### config.mk
export PLATFORM = sky130hd
export DESIGN_NAME = rob_alloc_ctrl_flat
export DESIGN_NICKNAME = d
export VERILOG_FILES = /design/src/rtl/rob_alloc_ctrl_pkg.sv /design/src/rtl/rob_alloc_ctrl_if.sv /design/src/rtl/rob_alloc_ctrl.sv /design/src/flat_wrapper.sv
export SDC_FILE = /design/constraint.sdc
export NUM_CORES = 1
export LEC_CHECK = 0
export CAP_MARGIN = 5
export CORE_ASPECT_RATIO = 0.8
export CORE_MARGIN = 2
export CORE_UTILIZATION = 54
export CTS_BUF_LIST = sky130_fd_sc_hd__clkbuf_2 sky130_fd_sc_hd__clkbuf_4 sky130_fd_sc_hd__clkbuf_8
export DETAILED_ROUTE_END_ITERATION = 10
export GPL_TIMING_DRIVEN = 0
export PLACE_DENSITY_LB_ADDON = 0.12
export SLEW_MARGIN = 30
export SYNTH_ARGS = -nofsm -noshare
export SYNTH_HDL_FRONTEND = slang
export SYNTH_SLANG_ARGS = --single-unit
### constraint.sdc
create_clock -name clk_i -period 5 [get_ports clk_i]
set_input_delay 0.75 -clock clk_i [delete_from_list [all_inputs] [get_ports clk_i]]
set_output_delay 0.75 -clock clk_i [all_outputs]
set_load 0.05 [all_outputs]
### src/rtl/rob_alloc_ctrl_pkg.sv
// Shared definitions for the reorder-buffer allocation controller:
// buffer geometry, controller state encoding and pointer wrap helper.
package rob_pkg;

    localparam int unsigned ROB_NUM = 64;
    localparam int unsigned ROB_SEL = 6;

    typedef enum logic [0:0] {
        RUN     = 1'b0,
        RECOVER = 1'b1
    } rob_ctrl_state_t;

    // Advance a ROB pointer by 0..3 entries; wraps through natural overflow.
    function automatic logic [ROB_SEL-1:0] rob_wrap_add(input logic [ROB_SEL-1:0] ptr,
                                                        input logic [1:0]         n);
        return ptr + {{(ROB_SEL-2){1'b0}}, n};
    endfunction

endpackage

### src/rtl/rob_alloc_ctrl_if.sv
// Dispatch/commit handshake between rename-dispatch and the ROB allocation
// controller. The master side is dispatch; the slave side is the controller.
interface rob_alloc_ctrl_if;
    import rob_pkg::*;

    logic               req1_i;
    logic               req2_i;
    logic [1:0]         comnum_i;
    logic               prmiss_i;
    logic               dp1_o;
    logic [ROB_SEL-1:0] dp1_addr_o;
    logic               dp2_o;
    logic [ROB_SEL-1:0] dp2_addr_o;
    logic               stall_o;
    logic [ROB_SEL-1:0] head_o;
    logic [ROB_SEL:0]   freenum_o;
    logic               empty_o;
    logic               full_o;

    modport master (
        output req1_i, req2_i, comnum_i, prmiss_i,
        input  dp1_o, dp1_addr_o, dp2_o, dp2_addr_o, stall_o,
               head_o, freenum_o, empty_o, full_o
    );

    modport slave (
        input  req1_i, req2_i, comnum_i, prmiss_i,
        output dp1_o, dp1_addr_o, dp2_o, dp2_addr_o, stall_o,
               head_o, freenum_o, empty_o, full_o
    );

endinterface

### src/rtl/rob_alloc_ctrl.sv
// ROB allocation and flush controller: owns head/tail/occupancy, grants up to
// two dispatch slots per cycle, retires by the commit count and squashes all
// uncommitted entries on a mispredict followed by a fixed dispatch stall.
module rob_alloc_ctrl
    import rob_pkg::*;
#(
    parameter int unsigned RECOVER_CYC = 2
) (
    input  logic              clk_i,
    input  logic              reset_i,
    rob_alloc_ctrl_if.slave   bus
);

    logic [ROB_SEL-1:0] head_reg;
    logic [ROB_SEL-1:0] tail_reg;
    logic [ROB_SEL:0]   count_reg;
    rob_ctrl_state_t    state_reg;
    logic [3:0]         rcnt_reg;

    logic [ROB_SEL:0]   freenum;
    logic               grant1;
    logic               grant2;
    logic [1:0]         alloc;

    // Free space comes from registered occupancy only, so a commit this cycle
    // cannot be re-used by a grant in the same cycle.
    assign freenum = ROB_SEL'(0) + (ROB_SEL+1)'(ROB_NUM) - count_reg;

    // All-or-nothing grant: a pair is granted only if both fit, and slot 2 is
    // never granted without slot 1.
    always_comb begin
        grant1 = 1'b0;
        grant2 = 1'b0;
        if (state_reg == RUN && !bus.prmiss_i) begin
            if (bus.req1_i && bus.req2_i && freenum >= (ROB_SEL+1)'(2)) begin
                grant1 = 1'b1;
                grant2 = 1'b1;
            end else if (bus.req1_i && !bus.req2_i && freenum >= (ROB_SEL+1)'(1)) begin
                grant1 = 1'b1;
            end
        end
    end

    assign alloc          = {1'b0, grant1} + {1'b0, grant2};
    assign bus.dp1_o      = grant1;
    assign bus.dp2_o      = grant2;
    assign bus.dp1_addr_o = tail_reg;
    assign bus.dp2_addr_o = rob_wrap_add(tail_reg, 2'd1);
    assign bus.stall_o    = (bus.req1_i || bus.req2_i) && !grant1;
    assign bus.head_o     = head_reg;
    assign bus.freenum_o  = freenum;
    assign bus.empty_o    = (count_reg == '0);
    assign bus.full_o     = (count_reg == (ROB_SEL+1)'(ROB_NUM));

    // Pointer/occupancy bookkeeping plus the flush-recovery countdown.
    always_ff @(posedge clk_i or posedge reset_i) begin
        if (reset_i) begin
            head_reg  <= '0;
            tail_reg  <= '0;
            count_reg <= '0;
            state_reg <= RUN;
            rcnt_reg  <= '0;
        end else if (bus.prmiss_i) begin
            // Squash everything younger than head; the ROB suppresses commit here.
            tail_reg  <= head_reg;
            count_reg <= '0;
            state_reg <= RECOVER;
            rcnt_reg  <= 4'(RECOVER_CYC - 1);
        end else if (state_reg == RUN) begin
            tail_reg  <= rob_wrap_add(tail_reg, alloc);
            head_reg  <= rob_wrap_add(head_reg, bus.comnum_i);
            count_reg <= count_reg + {{(ROB_SEL-1){1'b0}}, alloc}
                                   - {{(ROB_SEL-1){1'b0}}, bus.comnum_i};
        end else begin
            head_reg <= rob_wrap_add(head_reg, bus.comnum_i);
            if (rcnt_reg == 4'd0) begin
                state_reg <= RUN;
            end else begin
                rcnt_reg <= rcnt_reg - 4'd1;
            end
        end
    end

endmodule

### src/flat_wrapper.sv
// flat-port wrapper written by rule: the top's interface ports become plain ports
module rob_alloc_ctrl_flat import rob_pkg::*;
#(
    parameter int unsigned RECOVER_CYC = 2
)
  (clk_i, reset_i, bus_req1_i, bus_req2_i, bus_comnum_i, bus_prmiss_i, bus_dp1_o, bus_dp1_addr_o, bus_dp2_o, bus_dp2_addr_o, bus_stall_o, bus_head_o, bus_freenum_o, bus_empty_o, bus_full_o);
  rob_alloc_ctrl_if bus_i ();
  input  logic clk_i;
  input  logic reset_i;
  input wire logic [$bits(bus_i.req1_i)-1:0] bus_req1_i;
  input wire logic [$bits(bus_i.req2_i)-1:0] bus_req2_i;
  input wire logic [$bits(bus_i.comnum_i)-1:0] bus_comnum_i;
  input wire logic [$bits(bus_i.prmiss_i)-1:0] bus_prmiss_i;
  output wire logic [$bits(bus_i.dp1_o)-1:0] bus_dp1_o;
  output wire logic [$bits(bus_i.dp1_addr_o)-1:0] bus_dp1_addr_o;
  output wire logic [$bits(bus_i.dp2_o)-1:0] bus_dp2_o;
  output wire logic [$bits(bus_i.dp2_addr_o)-1:0] bus_dp2_addr_o;
  output wire logic [$bits(bus_i.stall_o)-1:0] bus_stall_o;
  output wire logic [$bits(bus_i.head_o)-1:0] bus_head_o;
  output wire logic [$bits(bus_i.freenum_o)-1:0] bus_freenum_o;
  output wire logic [$bits(bus_i.empty_o)-1:0] bus_empty_o;
  output wire logic [$bits(bus_i.full_o)-1:0] bus_full_o;
  assign bus_i.req1_i = bus_req1_i;
  assign bus_i.req2_i = bus_req2_i;
  assign bus_i.comnum_i = bus_comnum_i;
  assign bus_i.prmiss_i = bus_prmiss_i;
  assign bus_dp1_o = bus_i.dp1_o;
  assign bus_dp1_addr_o = bus_i.dp1_addr_o;
  assign bus_dp2_o = bus_i.dp2_o;
  assign bus_dp2_addr_o = bus_i.dp2_addr_o;
  assign bus_stall_o = bus_i.stall_o;
  assign bus_head_o = bus_i.head_o;
  assign bus_freenum_o = bus_i.freenum_o;
  assign bus_empty_o = bus_i.empty_o;
  assign bus_full_o = bus_i.full_o;
  rob_alloc_ctrl #(.RECOVER_CYC(RECOVER_CYC)) u_core (.clk_i(clk_i), .reset_i(reset_i), .bus(bus_i));
endmodule
======== Word-level counts from Yosys, hierarchy flattened ========
Cells that the tools add are included.
operators by class
  order comparisons ....................... 2
  $add $sub $neg .......................... 8
  reduce and logical (&&, ||, !) cells .... 14
  eq/ne operators ......................... 3
  bitwise logic cells ..................... 1
  muxes and demuxes ....................... 15
operator list
  kind                 count
  $mux 7               2
  $add 6x2->6          2
  $mux 4               3
  $mux 6               2
  $mux 1               8
  $add 7x2->7          1
  $eq 7x7->1 const B   1
  $ge 7x1->1 const B   1
  $ge 7x2->1 const B   1
  $logic_not 7->1      1
  $sub 7x2->7          1
  $sub 7x7->7 const A  1
  $add 6x1->6 const B  1
  $logic_and 1x1->1    6
  $logic_not 4->1      1
  $ne 2x2->1 const B   2
  $sub 4x1->4 const B  1
  $logic_not 1->1      3
  $add 1x1->2          1
  $reduce_and 2->1     1
  $reduce_bool 2->1    1
  $logic_or 1x1->1     1
  $not 1->1            1
storage, ports and cells
  output and inout port bits .............. 30
  input port bits ......................... 7
  word-level logic and storage cells ...... 48
  flip-flop bits (word level) ............. 24

======== Depth between registers and ports, before layout ========
Gate-level depths: netlist (run 1).
  depth after elaboration ................. 11
  depth in mapped cells ................... 18
  depth with buffers taken out ............ 17

======== Worst setup path after synthesis (run 1) ========
OpenSTA, ideal clock, no wires.
  path kind ............................... register to register
  from .................................... register u_core.count_reg[0]
  to ...................................... register u_core.count_reg[5]
  buffers on the path ..................... 0
  path slack .............................. 0.222 ns
  data arrival time ....................... 4.679 ns
  period minus slack after synthesis ...... 4.778 ns
  library setup time ...................... 0.099 ns
  data required time ...................... 4.901 ns
  cell stages (with the launch flop) ...... 18
  path through ............................ dfrtp_1 inv_1 ha_1 nand3_1 xnor2_1 nor3_1 nand3_1 o2111a_1 ha_1 inv_1 fa_1 inv_1 ha_1 a21o_1 a211oi_2 nor3_1 or3_1 a311oi_1
RTL lines
  item                    RTL line              source
  start, declared         rob_alloc_ctrl.sv:16  logic [ROB_SEL:0] count_reg;
  start signal, assigned  rob_alloc_ctrl.sv:72  count_reg <= count_reg + {{(ROB_SEL-1){1'b0}}, alloc}
  $sub 7x7->7             rob_alloc_ctrl.sv:27  assign freenum = ROB_SEL'(0) + (ROB_SEL+1)'(ROB_NUM) - count_reg;
  via bus_freenum_o[6]    flat_wrapper.sv:20    output wire logic [$bits(bus_i.freenum_o)-1:0] bus_freenum_o;
  $ge 7x2->1              rob_alloc_ctrl.sv:35  if (bus.req1_i && bus.req2_i && freenum >= (ROB_SEL+1)'(2)) begin
  $logic_and 1x1->1       rob_alloc_ctrl.sv:35
  $mux 1                  rob_alloc_ctrl.sv:35
  $mux 1                  rob_alloc_ctrl.sv:34  if (state_reg == RUN && !bus.prmiss_i) begin
  via bus_dp2_o           flat_wrapper.sv:16    output wire logic [$bits(bus_i.dp2_o)-1:0] bus_dp2_o;
  $add 1x1->2             rob_alloc_ctrl.sv:44  assign alloc = {1'b0, grant1} + {1'b0, grant2};
  $add 7x2->7             rob_alloc_ctrl.sv:72
  $sub 7x2->7             rob_alloc_ctrl.sv:73  - {{(ROB_SEL-1){1'b0}}, bus.comnum_i};
  $mux 7                  rob_alloc_ctrl.sv:69  end else if (state_reg == RUN) begin
  $mux 7                  rob_alloc_ctrl.sv:63  end else if (bus.prmiss_i) begin
The timed path passes the listed nets, and every way through them passes these cells. The select of a mux whose other input is x is not followed.
A chain may end at the register's enable or synchronous reset.

======== Final worst setup path (run 1) ========
  from .................................... register u_core.count_reg[0]
  to ...................................... register u_core.count_reg[5]
between the ends
  longest elaborated chain between the ends .. 11
RTL lines
  item               RTL line              source
  $sub 7x7->7        rob_alloc_ctrl.sv:27
  $ge 7x1->1         rob_alloc_ctrl.sv:38  end else if (bus.req1_i && !bus.req2_i && freenum >= (ROB_SEL+1)'(1)) begin
  $logic_and 1x1->1  rob_alloc_ctrl.sv:38
  $mux 1             rob_alloc_ctrl.sv:38
  $mux 1             rob_alloc_ctrl.sv:35
  $mux 1             rob_alloc_ctrl.sv:34
  $add 1x1->2        rob_alloc_ctrl.sv:44
  $add 7x2->7 *      rob_alloc_ctrl.sv:72
  $sub 7x2->7 *      rob_alloc_ctrl.sv:73
  $mux 7 *           rob_alloc_ctrl.sv:69
  $mux 7 *           rob_alloc_ctrl.sv:63
Mark *: on every way between the ends. The rest lies on a longest branch, timed or not. The select of a mux whose other input is x is not followed.

==> flow_results.xml, run 1 <==
<?xml version="1.0" encoding="UTF-8"?>
<metrics>
  <group name="timing">
    <metric name="final_min_period_over_clock_period" unit="">0.851</metric>
    <metric name="slew-limit-headroom" unit="">0.650</metric>
    <metric name="tightestPinTransition" unit="ps">523</metric>
    <metric name="aggregate_negative_setup_slack" unit="ps">0</metric>
    <metric name="final-hold-violation-count" unit="">0</metric>
    <metric name="fmax" unit="MHz">235</metric>
    <metric name="rsz0062_at_grt" unit="">false</metric>
    <metric name="final-setup-viol-count" unit="">0</metric>
    <metric name="finalWorstPathRequiredPeriod" unit="ps">4250</metric>
    <metric name="worst_clock_skew" unit="ps">9.63</metric>
    <metric name="report.final.slew_viol_count" unit="">0</metric>
  </group>
  <group name="clock_tree">
    <metric name="cts_tree" unit="">yes</metric>
    <metric name="cts-buffers-inserted" unit="">3</metric>
    <metric name="hold_buffers" unit="">0</metric>
    <metric name="clock_insertion_delay_worst_skew" unit="ps">270</metric>
    <metric name="cts_resized" unit="">0</metric>
    <metric name="cts_num_sinks" unit="">24</metric>
    <metric name="cts_htree_levels" unit="">1</metric>
    <metric name="worst_setup_hold_path_clk_slew" unit="ps">90</metric>
    <metric name="max-clock-path-buffers" unit="">2</metric>
    <metric name="clockRootBuffer" unit="">sky130_fd_sc_hd__clkbuf_8</metric>
    <metric name="cts.repair_timing.setup_buffer_count" unit="">0</metric>
  </group>
  <group name="final_layout">
    <metric name="finish.net_count" unit="">276</metric>
    <metric name="fraction_of_layout_instances_using_a_drive_strength_above_1" unit="">0.0496</metric>
    <metric name="num_antenna_cells" unit="">0</metric>
    <metric name="synthToLayoutAreaGrowth" unit="%">24.2</metric>
    <metric name="largest_register_ffs" unit="">7</metric>
    <metric name="num-fill-cells" unit="">283</metric>
  </group>
  <group name="global_routing">
    <metric name="grt_util_all_layers" unit="">0.218</metric>
    <metric name="grt_start_max_net_pins" unit="">25</metric>
    <metric name="grt_pass1_vias" unit="">1482</metric>
    <metric name="grt_antenna_before_repair" unit="">0</metric>
    <metric name="grt_pass1_wl" unit="µm">6920</metric>
    <metric name="overflow" unit="">0</metric>
  </group>
  <group name="synth">
    <metric name="mappedNetlistNets" unit="">235</metric>
    <metric name="syn_inst" unit="">203</metric>
    <metric name="synth-main-ff-cell" unit="">sky130_fd_sc_hd__dfrtp_1</metric>
    <metric name="synth_seq_area_share" unit="">0.321</metric>
    <metric name="synth_largest_type_area_fraction" unit="">0.321</metric>
    <metric name="synth.top_cells.by_count" unit="">27 x sky130_fd_sc_hd__inv_1, 24 x sky130_fd_sc_hd__dfrtp_1, 21 x sky130_fd_sc_hd__ha_1</metric>
    <metric name="synth_edf_count" unit="">0</metric>
    <metric name="mappedNetlistArea" unit="µm²">1870</metric>
    <metric name="synth-warning-count" unit="">0</metric>
    <metric name="synth_area_leader" unit="">sky130_fd_sc_hd__dfrtp_1</metric>
    <metric name="post_synth_main_area_contributors" unit="">sky130_fd_sc_hd__dfrtp_1 32%, sky130_fd_sc_hd__ha_1 14%, sky130_fd_sc_hd__xnor2_1 7.5%</metric>
    <metric name="yosysMostFrequentCell" unit="">sky130_fd_sc_hd__inv_1</metric>
    <metric name="yosysUniqueCellTypes" unit="">42</metric>
    <metric name="syn_area_per_cell" unit="µm²">9.23</metric>
    <metric name="proportion_of_register_bits_with_asynchronous_set_or_reset_after_synthesis" unit="">1.00</metric>
    <metric name="synth-seq-cells" unit="">24</metric>
  </group>
  <group name="floorplan">
    <metric name="die_area" unit="µm²">3960</metric>
    <metric name="boundary_pin_count" unit="">37</metric>
    <metric name="core_area" unit="µm²">3380</metric>
    <metric name="floorplan.die.height" unit="µm">56.7</metric>
    <metric name="die_w" unit="µm">69.8</metric>
    <metric name="starting_density" unit="">0.555</metric>
    <metric name="fp-row-count" unit="">19</metric>
  </group>
  <group name="routing">
    <metric name="number_of_vias_in_the_routed_layout" unit="">1492</metric>
    <metric name="finalWirelength" unit="µm">4010</metric>
    <metric name="wl_per_cell" unit="µm">14.1</metric>
    <metric name="drt-pass1-iter-count" unit="">4</metric>
    <metric name="route.detailed.drc" unit="">0</metric>
    <metric name="drt_iter0_drc" unit="">64</metric>
    <metric name="vias_per_cell" unit="">5.25</metric>
    <metric name="antenna_left" unit="">0</metric>
  </group>
  <group name="placed_design">
    <metric name="dpl.hpwl" unit="µm">3060</metric>
    <metric name="gp_routability_congestion" unit="">0.793</metric>
    <metric name="port-buffer-count" unit="">36</metric>
  </group>
  <group name="flow_run">
    <metric name="drv_cap" unit="">0</metric>
  </group>
  <group name="critical_path">
    <metric name="cp_data_required_time" unit="ps">5170</metric>
    <metric name="timing.rr.start" unit="">u_core.count_reg[0]</metric>
    <metric name="cp_max_fo" unit="">5</metric>
    <metric name="cp_data_arrival_time" unit="ps">4420</metric>
    <metric name="reg2reg_depth" unit="">17</metric>
    <metric name="timing.reg2reg.setup_slack" unit="ps">750</metric>
    <metric name="startpoint_type" unit="">register</metric>
    <metric name="type_of_the_setup_path_with_the_least_slack" unit="">register to register</metric>
    <metric name="end_kind" unit="">register</metric>
    <metric name="regToRegEndpoint" unit="">u_core.count_reg[5]</metric>
  </group>
  <group name="hold_path">
    <metric name="worstHoldPathCells" unit="">1</metric>
    <metric name="hp-start" unit="">u_core.bus.head_o[5]</metric>
    <metric name="holdCritPathClass" unit="">register to register</metric>
    <metric name="holdPathEnd" unit="">u_core.bus.head_o[5]</metric>
  </group>
  <group name="status">
    <metric name="status" unit="">finished, final reports clean</metric>
  </group>
</metrics>
metal layers:
metal | wire length [µm] | up-vias | track usage
met1 | 2000 | 696 | 0.303
met5 | 0 | - | 0
met2 | 1830 | 30 | 0.352
met3 | 143 | 6 | 0.0431
met4 | 36 | 0 | 0.0522
li1 | - | 760 | -
cells by family after synthesis:
group,count (synthesis),share of synthesized area
multiplexers,6,0.0321
XOR/XNOR,23,0.108
AO/OA/AOI/OAI,32,0.119
AND/OR/NAND/NOR,57,0.158
adder cells (fa/ha/maj),25,0.183
flip-flops,24,0.321
buffers and inverters,36,0.0795
worst max-delay path by stage:
stage,from,endpoint,slack (ps),cells after the start
global route,u_core.count_reg[0],u_core.count_reg[5],390,17
global placement,bus_prmiss_i,u_core.count_reg[5],740,14
CTS,u_core.count_reg[0],u_core.count_reg[5],750,17
finish,u_core.count_reg[0],u_core.count_reg[5],750,17
floorplan,u_core.count_reg[0],u_core.count_reg[5],220,17
detailed placement,bus_prmiss_i,u_core.count_reg[6],640,14
per-stage QoR:
stage / hold slack [ps] / setup WS [ps] / instances / area [µm²] / util
2_1_floorplan: 502 / 222 / 203 / 1870 / -
3_3_place_gp: 487 / 736 / 281 / 2290 / 0.677
3_5_place_dp: 492 / 637 / 281 / 2290 / 0.677
4_1_cts: 504 / 753 / 284 / 2330 / 0.689
5_1_grt: 522 / 389 / 284 / 2330 / 0.689
6_report: 503 / 746 / 284 / 2330 / 0.689
cell usage in the layout, fill, tap and decap left out, types with 2 or more instances in the layout:
cell,count
sky130_fd_sc_hd__dfrtp_1,24
sky130_fd_sc_hd__xor2_1,7
sky130_fd_sc_hd__o21ai_0,10
sky130_fd_sc_hd__nor2b_1,3
sky130_fd_sc_hd__clkdlybuf4s50_1,36
sky130_fd_sc_hd__a311oi_1,2
sky130_fd_sc_hd__nor4_1,3
sky130_fd_sc_hd__ha_1,21
sky130_fd_sc_hd__clkbuf_1,3
sky130_fd_sc_hd__fa_1,4
sky130_fd_sc_hd__nor3b_1,3
sky130_fd_sc_hd__buf_2,2
sky130_fd_sc_hd__xnor2_1,16
sky130_fd_sc_hd__or3_1,2
sky130_fd_sc_hd__a21oi_1,6
sky130_fd_sc_hd__nand2_1,8
sky130_fd_sc_hd__clkbuf_8,3
sky130_fd_sc_hd__nor3_1,3
sky130_fd_sc_hd__inv_2,2
sky130_fd_sc_hd__nand3_1,9
sky130_fd_sc_hd__mux2i_1,6
sky130_fd_sc_hd__inv_1,26
sky130_fd_sc_hd__a211oi_1,3
sky130_fd_sc_hd__nor2_1,19
sky130_fd_sc_hd__nand2b_1,2
area by class of cell:
cell class / count / area, µm² / area share
multi-input cells: 143 / 1120 / 0.483
flip-flops and latches: 24 / 601 / 0.258
repair buffers: 36 / 360 / 0.155
inverters: 28 / 105 / 0.0452
well taps: 42 / 52.6 / 0.0226
plain buffers: 8 / 43.8 / 0.0188
clock buffers: 3 / 41.3 / 0.0177
worst max-delay path, stage by stage (launching register included):
cell	delay (ps)
sky130_fd_sc_hd__dfrtp_1	460
sky130_fd_sc_hd__inv_1	160
sky130_fd_sc_hd__ha_1	270
sky130_fd_sc_hd__nand2_1	110
sky130_fd_sc_hd__xnor2_1	400
sky130_fd_sc_hd__o21a_1	200
sky130_fd_sc_hd__o22ai_1	90
sky130_fd_sc_hd__o211a_1	250
sky130_fd_sc_hd__ha_1	220
sky130_fd_sc_hd__inv_1	130
sky130_fd_sc_hd__fa_1	420
sky130_fd_sc_hd__inv_1	120
sky130_fd_sc_hd__ha_1	250
sky130_fd_sc_hd__a21o_1	210
sky130_fd_sc_hd__a211oi_2	220
sky130_fd_sc_hd__nor3_1	70
sky130_fd_sc_hd__or3_1	300
sky130_fd_sc_hd__a311oi_1	280
Power of run 1 is left out: the tool's default activity adds up to more than one toggle a clock period on the data nets, which glitch-free logic cannot reach.
==> run 2, diff against run 1 <==
--- a/config.mk
+++ b/config.mk
@@ -7,7 +7,6 @@
 export LEC_CHECK = 0
 export CAP_MARGIN = 5
 export CORE_ASPECT_RATIO = 0.8
-export CORE_MARGIN = 2
 export CORE_UTILIZATION = 54
 export CTS_BUF_LIST = sky130_fd_sc_hd__clkbuf_2 sky130_fd_sc_hd__clkbuf_4 sky130_fd_sc_hd__clkbuf_8
 export DETAILED_ROUTE_END_ITERATION = 10
==> run 2 against run 1 <==
  * Utilization rose by 3.8 points
  * Wire length fell by 2.6%
  * Critical endpoint unchanged
  * Highest routed layer unchanged
  * Register-to-register slack about the same
  * Die area fell by 6.3%
  * Hold slack got worse by 1.7 ps
  * Clock skew is 8.0 ps lower
  * Critical path depth unchanged
  * Sequential cell count is the same
  * Final cell count decreased by 0.70%
  * Cell area fell by 0.11%
==> flow_results.xml, run 2 (synthesized netlist as in run 1, its figures left out) <==
<?xml version="1.0" encoding="UTF-8"?>
<metrics>
  <group name="status">
    <metric name="status" unit="">finished, final reports clean</metric>
  </group>
  <group name="clock_tree">
    <metric name="cts_resized" unit="">0</metric>
    <metric name="cts.repair_timing.setup_buffer_count" unit="">0</metric>
    <metric name="cts_tree" unit="">yes</metric>
    <metric name="max-clock-path-buffers" unit="">2</metric>
    <metric name="cts-buffers-inserted" unit="">3</metric>
    <metric name="cts_htree_levels" unit="">1</metric>
    <metric name="clockRootBuffer" unit="">sky130_fd_sc_hd__clkbuf_8</metric>
    <metric name="cts_num_sinks" unit="">24</metric>
    <metric name="hold_buffers" unit="">0</metric>
    <metric name="clock_insertion_delay_worst_skew" unit="ps">260</metric>
    <metric name="worst_setup_hold_path_clk_slew" unit="ps">80</metric>
  </group>
  <group name="global_routing">
    <metric name="met1_usage" unit="">0.318</metric>
    <metric name="busiest_layer" unit="">met2</metric>
    <metric name="overflow" unit="">0</metric>
    <metric name="use_met2" unit="">0.380</metric>
    <metric name="grt_pass1_wl" unit="µm">6180</metric>
    <metric name="grt_antenna_before_repair" unit="">0</metric>
    <metric name="grt_util_all_layers" unit="">0.230</metric>
    <metric name="grt_start_max_net_pins" unit="">25</metric>
    <metric name="met3_usage" unit="">0.0396</metric>
    <metric name="grt_pass1_vias" unit="">1356</metric>
  </group>
  <group name="final_layout">
    <metric name="final_cell_mix" unit="">36 x sky130_fd_sc_hd__clkdlybuf4s50_1, 26 x sky130_fd_sc_hd__inv_1, 24 x sky130_fd_sc_hd__dfrtp_1</metric>
    <metric name="synthToLayoutAreaGrowth" unit="%">24.1</metric>
    <metric name="num_antenna_cells" unit="">0</metric>
    <metric name="layout_commonest_cell" unit="">sky130_fd_sc_hd__clkdlybuf4s50_1</metric>
    <metric name="fraction_of_layout_instances_using_a_drive_strength_above_1" unit="">0.0496</metric>
    <metric name="num-fill-cells" unit="">265</metric>
    <metric name="largest_register_ffs" unit="">7</metric>
    <metric name="finish.net_count" unit="">276</metric>
  </group>
  <group name="floorplan">
    <metric name="die_area" unit="µm²">3710</metric>
    <metric name="boundary_pin_count" unit="">37</metric>
    <metric name="die_w" unit="µm">67.8</metric>
    <metric name="floorplan.die.height" unit="µm">54.7</metric>
    <metric name="fp-row-count" unit="">18</metric>
    <metric name="starting_density" unit="">0.586</metric>
    <metric name="core_area" unit="µm²">3200</metric>
  </group>
  <group name="placed_design">
    <metric name="port-buffer-count" unit="">36</metric>
    <metric name="dpl.hpwl" unit="µm">2980</metric>
    <metric name="gp_routability_congestion" unit="">0.814</metric>
  </group>
  <group name="timing">
    <metric name="tightestPinTransition" unit="ps">532</metric>
    <metric name="worst_clock_skew" unit="ps">1.60</metric>
    <metric name="final-hold-violation-count" unit="">0</metric>
    <metric name="report.final.slew_viol_count" unit="">0</metric>
    <metric name="rsz0062_at_grt" unit="">false</metric>
    <metric name="fmax" unit="MHz">234</metric>
    <metric name="fin_hold_ws" unit="ps">501</metric>
    <metric name="finalWorstPathRequiredPeriod" unit="ps">4270</metric>
    <metric name="final_min_period_over_clock_period" unit="">0.853</metric>
    <metric name="slew-limit-headroom" unit="">0.645</metric>
    <metric name="aggregate_negative_setup_slack" unit="ps">0</metric>
    <metric name="final-setup-viol-count" unit="">0</metric>
  </group>
  <group name="routing">
    <metric name="vias_per_cell" unit="">5.40</metric>
    <metric name="route.detailed.drc" unit="">0</metric>
    <metric name="finalWirelength" unit="µm">3910</metric>
    <metric name="drt-pass1-iter-count" unit="">4</metric>
    <metric name="antenna_left" unit="">0</metric>
    <metric name="number_of_vias_in_the_routed_layout" unit="">1524</metric>
    <metric name="wl_per_cell" unit="µm">13.8</metric>
    <metric name="drt_iter0_drc" unit="">62</metric>
  </group>
  <group name="hold_path">
    <metric name="holdCritPathClass" unit="">register to register</metric>
  </group>
  <group name="critical_path">
    <metric name="end_kind" unit="">register</metric>
    <metric name="startpoint_type" unit="">register</metric>
    <metric name="cp_max_fo" unit="">5</metric>
    <metric name="cp_data_required_time" unit="ps">5150</metric>
    <metric name="cp_data_arrival_time" unit="ps">4420</metric>
    <metric name="type_of_the_setup_path_with_the_least_slack" unit="">register to register</metric>
  </group>
  <group name="flow_run">
    <metric name="drv_cap" unit="">0</metric>
  </group>
</metrics>
==> run 2: cell counts in the layout (fill, tap and decap cells not counted) <==
Identical to the previous run, type by type.
==> run 2: worst paths after layout <==
kind	start	to	slack, ps	depth (start not counted)
worst max-delay path	u_core.count_reg[0]	u_core.count_reg[5]	730	17
min in group asynchronous	reset_i	u_core.bus.head_o[4]	850	2
max in group asynchronous	reset_i	u_core.count_reg[4]	3810	2
worst min register to register	u_core.bus.head_o[5]	u_core.bus.head_o[5]	500	1
worst max register to register	u_core.count_reg[0]	u_core.count_reg[5]	730	17
worst min-delay path	u_core.bus.head_o[5]	u_core.bus.head_o[5]	500	1
==> run 2: metrics by stage <==
step	instances	setup slack (ps)	utilization	cell area [µm²]
3_5_place_dp	279	663	0.714	2280
4_1_cts	282	722	0.727	2320
6_report	282	733	0.727	2320
3_3_place_gp	279	724	0.714	2280
5_1_grt	282	372	0.727	2320
2_1_floorplan	203	222	-	1870
==> run 2: area by class of cell <==
class	count	area (µm²)	share of cell area
clock buffers	3	41.3	0.0178
multi-input cells	143	1120	0.483
flip-flops and latches	24	601	0.258
well taps	40	50.0	0.0215
inverters	28	105	0.0452
repair buffers	36	360	0.155
plain buffers	8	43.8	0.0188
==> run 2: worst max-delay path: stages (launching register included) <==
cell	delay, ps
sky130_fd_sc_hd__dfrtp_1	450
sky130_fd_sc_hd__inv_1	150
sky130_fd_sc_hd__ha_1	280
sky130_fd_sc_hd__nand2_1	110
sky130_fd_sc_hd__xnor2_1	380
sky130_fd_sc_hd__o21a_1	200
sky130_fd_sc_hd__o22ai_1	80
sky130_fd_sc_hd__o211a_1	240
sky130_fd_sc_hd__ha_1	210
sky130_fd_sc_hd__inv_1	110
sky130_fd_sc_hd__fa_1	410
sky130_fd_sc_hd__inv_1	110
sky130_fd_sc_hd__ha_1	240
sky130_fd_sc_hd__a21o_1	200
sky130_fd_sc_hd__a211oi_2	230
sky130_fd_sc_hd__nor3_1	90
sky130_fd_sc_hd__or3_1	330
sky130_fd_sc_hd__a311oi_1	320
==> run 2: per-layer routing <==
layer / vias up / share of wire
met5: - / 0
met4: 0 / 0.0059
met3: 4 / 0.042
met2: 38 / 0.46
met1: 721 / 0.49
li1: 761 / -
Power of run 2 is left out for the same reason.
==> run 3, diff against run 2 <==
--- a/config.mk
+++ b/config.mk
@@ -7,9 +7,10 @@
 export LEC_CHECK = 0
 export CAP_MARGIN = 5
 export CORE_ASPECT_RATIO = 0.8
-export CORE_UTILIZATION = 54
+export CORE_UTILIZATION = 55
 export CTS_BUF_LIST = sky130_fd_sc_hd__clkbuf_2 sky130_fd_sc_hd__clkbuf_4 sky130_fd_sc_hd__clkbuf_8
 export DETAILED_ROUTE_END_ITERATION = 10
+export DONT_BUFFER_PORTS = 1
 export GPL_TIMING_DRIVEN = 0
 export PLACE_DENSITY_LB_ADDON = 0.12
 export SLEW_MARGIN = 30
==> run 3 against run 2 <==
  * Hold slack lost 120 ps
  * Fmax fell by 10%
  * Die area is 1.8% lower
  * Via count down 6.7%
  * First-iteration DRC count rose by 9.7%
  * Register-to-register slack worse by 500 ps
  * Cell area shrank 10%
  * Non-clock buffer count shrank 36
  * Sequential cell count unchanged
  * Global-route usage decreased by 0.48 points
  * Wire length is 0.82% higher
  * Largest cell class unchanged
  * Highest routed layer unchanged
==> flow_results.xml, run 3 (synthesized netlist as in run 1, its figures left out) <==
<?xml version="1.0" encoding="UTF-8"?>
<metrics>
  <group name="timing">
    <metric name="fmax" unit="MHz">210</metric>
    <metric name="final-hold-violation-count" unit="">0</metric>
    <metric name="final_min_period_over_clock_period" unit="">0.953</metric>
    <metric name="tightestPinTransition" unit="ps">947</metric>
    <metric name="worst_clock_skew" unit="ps">12.8</metric>
    <metric name="final-setup-viol-count" unit="">0</metric>
    <metric name="slew-limit-headroom" unit="">0.365</metric>
    <metric name="finalWorstPathRequiredPeriod" unit="ps">4770</metric>
    <metric name="report.final.slew_viol_count" unit="">0</metric>
  </group>
  <group name="critical_path">
    <metric name="path_depth" unit="">17</metric>
    <metric name="cp_max_fo" unit="">5</metric>
    <metric name="crit_end" unit="">u_core.count_reg[6]</metric>
    <metric name="critical_path.cell_chain" unit="">inv_1, ha_1, nand3_2, xnor2_4, nor3_1, nand3_1, o2111a_2, ha_1, inv_1, fa_1, inv_1, fa_1, a211oi_1, nor4_1, nor3_1, xnor2_1, nor2_1</metric>
    <metric name="regToRegEndpoint" unit="">u_core.count_reg[6]</metric>
    <metric name="cp_data_required_time" unit="ps">5140</metric>
    <metric name="slowest_delay" unit="ps">490</metric>
    <metric name="cp_data_arrival_time" unit="ps">4910</metric>
    <metric name="critical_path_buf_inv_count" unit="">3</metric>
    <metric name="cell_seen_most_often_among_critical_path_stages" unit="">sky130_fd_sc_hd__inv_1</metric>
    <metric name="reg2reg_depth" unit="">17</metric>
    <metric name="crit_path_start" unit="">u_core.count_reg[0]</metric>
    <metric name="type_of_the_setup_path_with_the_least_slack" unit="">register to register</metric>
    <metric name="timing.reg2reg.setup_slack" unit="ps">230</metric>
    <metric name="path_delay_family" unit="">adder cells</metric>
    <metric name="cp_slowest_cell" unit="">sky130_fd_sc_hd__fa_1</metric>
    <metric name="end_kind" unit="">register</metric>
    <metric name="startpoint_type" unit="">register</metric>
    <metric name="timing.rr.start" unit="">u_core.count_reg[0]</metric>
  </group>
  <group name="clock_tree">
    <metric name="cts_num_sinks" unit="">24</metric>
    <metric name="clock_insertion_delay_worst_skew" unit="ps">280</metric>
    <metric name="clockRootBuffer" unit="">sky130_fd_sc_hd__clkbuf_8</metric>
    <metric name="cts_htree_levels" unit="">1</metric>
    <metric name="worst_setup_hold_path_clk_slew" unit="ps">90</metric>
    <metric name="max-clock-path-buffers" unit="">2</metric>
    <metric name="cts_tree" unit="">yes</metric>
    <metric name="cts-buffers-inserted" unit="">3</metric>
  </group>
  <group name="global_routing">
    <metric name="grt_pass1_wl" unit="µm">5940</metric>
    <metric name="grt_util_all_layers" unit="">0.225</metric>
    <metric name="grt_antenna_before_repair" unit="">0</metric>
    <metric name="grt_start_max_net_pins" unit="">25</metric>
    <metric name="grt_pass1_vias" unit="">1315</metric>
    <metric name="overflow" unit="">0</metric>
  </group>
  <group name="hold_path">
    <metric name="holdCritPathClass" unit="">input pin to async pin</metric>
  </group>
  <group name="status">
    <metric name="status" unit="">finished, final reports clean</metric>
  </group>
  <group name="placed_design">
    <metric name="dpl.hpwl" unit="µm">2890</metric>
    <metric name="port-buffer-count" unit="">0</metric>
    <metric name="gp_routability_congestion" unit="">0.798</metric>
  </group>
  <group name="floorplan">
    <metric name="floorplan.die.height" unit="µm">54.2</metric>
    <metric name="core_area" unit="µm²">3180</metric>
    <metric name="die_w" unit="µm">67.2</metric>
    <metric name="fp-row-count" unit="">18</metric>
    <metric name="die_area" unit="µm²">3640</metric>
    <metric name="starting_density" unit="">0.590</metric>
    <metric name="boundary_pin_count" unit="">37</metric>
  </group>
  <group name="routing">
    <metric name="antenna_left" unit="">0</metric>
    <metric name="wl_per_cell" unit="µm">15.9</metric>
    <metric name="finalWirelength" unit="µm">3940</metric>
    <metric name="drt_iter0_drc" unit="">68</metric>
    <metric name="vias_per_cell" unit="">5.76</metric>
    <metric name="route.detailed.drc" unit="">0</metric>
    <metric name="drt-pass1-iter-count" unit="">4</metric>
    <metric name="number_of_vias_in_the_routed_layout" unit="">1422</metric>
  </group>
  <group name="final_layout">
    <metric name="finish.net_count" unit="">240</metric>
    <metric name="fin_util" unit="">0.658</metric>
    <metric name="final_cell_mix" unit="">26 x sky130_fd_sc_hd__inv_1, 24 x sky130_fd_sc_hd__dfrtp_1, 21 x sky130_fd_sc_hd__ha_1</metric>
    <metric name="largest_register_ffs" unit="">7</metric>
    <metric name="num-fill-cells" unit="">249</metric>
    <metric name="layout_commonest_cell" unit="">sky130_fd_sc_hd__inv_1</metric>
    <metric name="fraction_of_layout_instances_using_a_drive_strength_above_1" unit="">0.116</metric>
    <metric name="synthToLayoutAreaGrowth" unit="%">11.6</metric>
    <metric name="num_antenna_cells" unit="">0</metric>
  </group>
  <group name="flow_run">
    <metric name="drv_cap" unit="">0</metric>
  </group>
</metrics>
run 3: cell types whose count changed in the layout (fill, tap and decap cells not counted), sizes merged:
cell and delta:
clkdlybuf4s50 -36, bufinv +1
run 3: per-layer routing:
metal  vias up  routed length, µm  GRT usage
met5         -                  0          0
met3         2                167     0.0508
li1        686                  -          -
met1       691               1790      0.287
met2        43               1960      0.387
met4         0                 13     0.0567
run 3: repair_timing:
action | 4_1_cts | 5_1_grt
setup endpoints to repair | 1 | 4
pin swaps | 0 | 2
hold buffers | 0 | 0
gates resized for setup | 1 | 5
buffers inserted | 0 | 0
run 3: area by class of cell:
type                       instances  area, µm²  area share
multi-input combinational        143       1220       0.583
sequential                        24        601       0.287
inverter                          28        105      0.0503
tap                               40       50.0      0.0239
buffer                             8       43.8      0.0209
clock buffer                       3       41.3      0.0197
clock inverter                     1       30.0      0.0144
run 3: worst min path at each step:
stage                             startpoint                    to  cells after the start
after detailed placement  u_core.rcnt_reg[1]    u_core.rcnt_reg[1]                      2
final                                reset_i  u_core.bus.head_o[4]                      1
after global routing                 reset_i  u_core.bus.head_o[2]                      1
after CTS                 u_core.rcnt_reg[1]    u_core.rcnt_reg[1]                      2
after floorplan           u_core.rcnt_reg[1]    u_core.rcnt_reg[1]                      2
after global placement    u_core.rcnt_reg[1]    u_core.rcnt_reg[1]                      2
run 3: worst register-to-register path, cell delays in order (launching register included):
cell and delay [ps]:
sky130_fd_sc_hd__dfrtp_1 460, sky130_fd_sc_hd__inv_1 160, sky130_fd_sc_hd__ha_1 330, sky130_fd_sc_hd__nand3_2 210, sky130_fd_sc_hd__xnor2_4 430, sky130_fd_sc_hd__nor3_1 90
sky130_fd_sc_hd__nand3_1 230, sky130_fd_sc_hd__o2111a_2 410, sky130_fd_sc_hd__ha_1 250, sky130_fd_sc_hd__inv_1 100, sky130_fd_sc_hd__fa_1 490, sky130_fd_sc_hd__inv_1 70
sky130_fd_sc_hd__fa_1 480, sky130_fd_sc_hd__a211oi_1 360, sky130_fd_sc_hd__nor4_1 100, sky130_fd_sc_hd__nor3_1 270, sky130_fd_sc_hd__xnor2_1 160, sky130_fd_sc_hd__nor2_1 50
run 3: through the flow:
stage | cells | setup TNS [ps] | instance area (µm²) | hold WS, ps | setup WS, ps
2_1_floorplan | 203 | 0 | 1870 | 502 | 222
3_3_place_gp | 243 | -460 | 1920 | 527 | -216
3_5_place_dp | 243 | 0 | 1980 | 543 | 14.1
4_1_cts | 247 | 0 | 2060 | 565 | 71.5
5_1_grt | 247 | -1.02 | 2090 | 414 | -1.02
6_report | 247 | 0 | 2090 | 382 | 234
Power of run 3 is left out for the same reason.
==> RTL change: new RTL, settings of run 1 <==
Reset style: synchronous (`reset_i`), changed in one clocked block.
--- a/src/rtl/rob_alloc_ctrl.sv
+++ b/src/rtl/rob_alloc_ctrl.sv
@@ -53,7 +53,7 @@
     assign bus.full_o     = (count_reg == (ROB_SEL+1)'(ROB_NUM));
 
     // Pointer/occupancy bookkeeping plus the flush-recovery countdown.
-    always_ff @(posedge clk_i or posedge reset_i) begin
+    always_ff @(posedge clk_i) begin
         if (reset_i) begin
             head_reg  <= '0;
             tail_reg  <= '0;
Function: differs if reset_i is asserted again (counterexample within 4 cycles, from zero or initial values and one cycle with reset_i high); with reset_i held inactive, the same outputs for 4 cycles.
==> RTL change against run 1 <==
Maximum frequency increased by 4.3%; synthesized cell count increased by 8.9%; cell count increased by 6.0%; wire length decreased by 0.80%; sequential cell count unchanged; cell area decreased by 2.4%; area after synthesis decreased by 4.4%; worst setup slack improved by 0.18 ns; global-route usage increased by 1.3 points; largest cell class unchanged; highest routed layer unchanged.
==> RTL change: results (changes against run 1) <==
| Metric | Value |
|---|---|
| Status | `completed` |
| Max reg flops | `7 (unchanged)` |
| Number of CTS-inserted buffers | `3 (unchanged)` |
| Dpl cells | `297 (+5.7%)` |
| CTS clk-pin slew, worst paths | `0.09 ns (about the same)` |
| Count of different cell masters after synthesis | `42 (unchanged)` |
| Global-route wire length before repair | `6870 um (-0.79%)` |
| Worst Skew | `0.00312 ns (-0.00651 ns)` |
| Via density | `5.39 (+2.6%)` |
| CTS root buffer | `clkbuf_8` |
| Final HPWL DP | `3090 um (+0.88%)` |
| Critical path data arrival time | `4.27 ns (-0.15 ns)` |
| Vias in the first global route | `1486 (+0.27%)` |
| CP peak stage delay | `0.55 ns (+0.09 ns)` |
| Async SR Flop Fraction | `0% (-100 points)` |
| Worst VDD drop | `0.000274 V` |
| Clock latency at the later pin of the worst-skew pair | `0.27 ns (about the same)` |
| HP Class | `reg2reg` |
| Post-Synthesis Net Count | `251 (+6.8%)` |
| Number of setup buffers added after CTS | `0 (unchanged)` |
| Vias | `1623 (+8.8%)` |
| Max clock buf depth | `2 (unchanged)` |
| Starting DRT DRC Count | `75 (+17%)` |
| Final net count | `292 (+5.8%)` |
| Worst-margin pin slew | `0.515 ns (-0.00764 ns)` |
| Initial antenna violation count | `0 (unchanged)` |
| Synth top cells by count | `nor2_1 (36), dfxtp_1 (24), inv_1 (21), a21oi_1 (19), ha_1 (19)` |
| Antenna diodes | `0 (unchanged)` |
| Crit path max-delay family | `compound AO/OA/AOI/OAI gates` |
| First-pass DRT Iterations | `4 (unchanged)` |
| Sequential area share after synthesis | `26.8% (-5.2 points)` |
| CP max FO | `8 (+3)` |
| P_leak | `0.902 nW` |
| Slowest CP cell | `fa_1` |
| Final hold vios | `0 (unchanged)` |
| Yosys warnings | `0 (unchanged)` |
| CTS-repair resized insts | `0 (unchanged)` |
| Pre-CTS WS | `0.852 ns (+0.215 ns)` |
| Hold Path Depth | `2 (+1)` |
| Largest cells by area after synthesis | `dfxtp_1 (27%), ha_1 (13%), nor2_1 (7.5%), xnor2_1 (6.8%), a21oi_1 (5.3%)` |
| Pin count of the biggest net entering global routing | `15 (-40%)` |
| Total track usage | `23.1% (+1.3 points)` |
| Gp weighted congestion | `0.820 (+3.3%)` |
| H-tree depth | `1 (unchanged)` |
| Avg WL per Cell | `13.2 um (-6.4%)` |
| Synthesized area per cell | `8.10 sq um (-12%)` |
| Layout cells sized above 1 | `4.21% (-0.74 points)` |
| Worst R2R Path Depth | `16 (-1)` |
[RTL change: changes by cell type after synthesis, moves of 3 or more]
cell	delta
a21oi_1	+13
dfxtp_1	+24
clkbuf_1	+3
dfrtp_1	-24
nor2_1	+17
o21ai_0	-7
inv_1	-6
nor3_1	+3
a211oi_1	+3
[RTL change: stage by stage]
stage | power, mW | cell area, sq um
2_1_floorplan | 0.465 | 1790
3_3_place_gp | 0.547 | 2200
3_5_place_dp | 0.554 | 2200
4_1_cts | 0.726 | 2270
5_1_grt | 0.766 | 2270
6_report | 0.725 | 2270
[RTL change: area by class of cell]
cell class	instances	area [sq um]
fill	263	858
timing repair buffer	36	360
sequential	24	480
multi-input combinational	166	1180
inverter	23	86.3
clock inverter	1	30.0
tap	40	50.0
clock buffer	3	41.3
buffer	8	41.3
[RTL change: kinds of logic after synthesis]
group,Yosys count,synth area share [%]
flip-flops,24,26.8
buffers and inverters,31,7.13
multiplexers,4,2.24
XOR/XNOR,20,9.78
AND/OR/NAND/NOR,80,22.5
AO/OA/AOI/OAI,39,13.8
adder cells (fa/ha/maj),23,17.8
[RTL change: worst paths after layout]
check                      start                  end  slack, ns
min           u_core.rcnt_reg[2]   u_core.rcnt_reg[2]       0.49
min reg2reg   u_core.rcnt_reg[2]   u_core.rcnt_reg[2]       0.49
max          u_core.count_reg[5]  u_core.count_reg[5]       0.92
max reg2reg  u_core.count_reg[5]  u_core.count_reg[5]       0.92
[RTL change: power groups by stage]
stage	clock (mW)	sequential, mW	combinational (mW)
global route	0.180	0.221	0.365
global placement	0	0.222	0.325
finish	0.172	0.219	0.334
detailed placement	0	0.223	0.331
floorplan	0	0.233	0.232
CTS	0.174	0.218	0.334
[RTL change: worst register-to-register path: stages (launching register included)]
cell      delay, ns
dfxtp_1        0.32
clkbuf_1       0.30
inv_1          0.14
ha_1           0.23
and4_1         0.19
a31oi_1        0.29
a21oi_1        0.14
a21oi_1        0.29
inv_1          0.15
fa_1           0.55
inv_1          0.06
ha_1           0.30
a21o_1         0.17
a21o_1         0.20
a221oi_1       0.30
xnor2_1        0.13
a211oi_1       0.22
[RTL change: layer usage]
layer | part of all wire, % | up-vias | global-route usage, %
li1 | - | 836 | -
met1 | 51 | 745 | 35.6
met2 | 43 | 40 | 33.8
met3 | 5.7 | 2 | 3.87
met4 | 0.10 | 0 | 4.00
met5 | 0 | - | 0
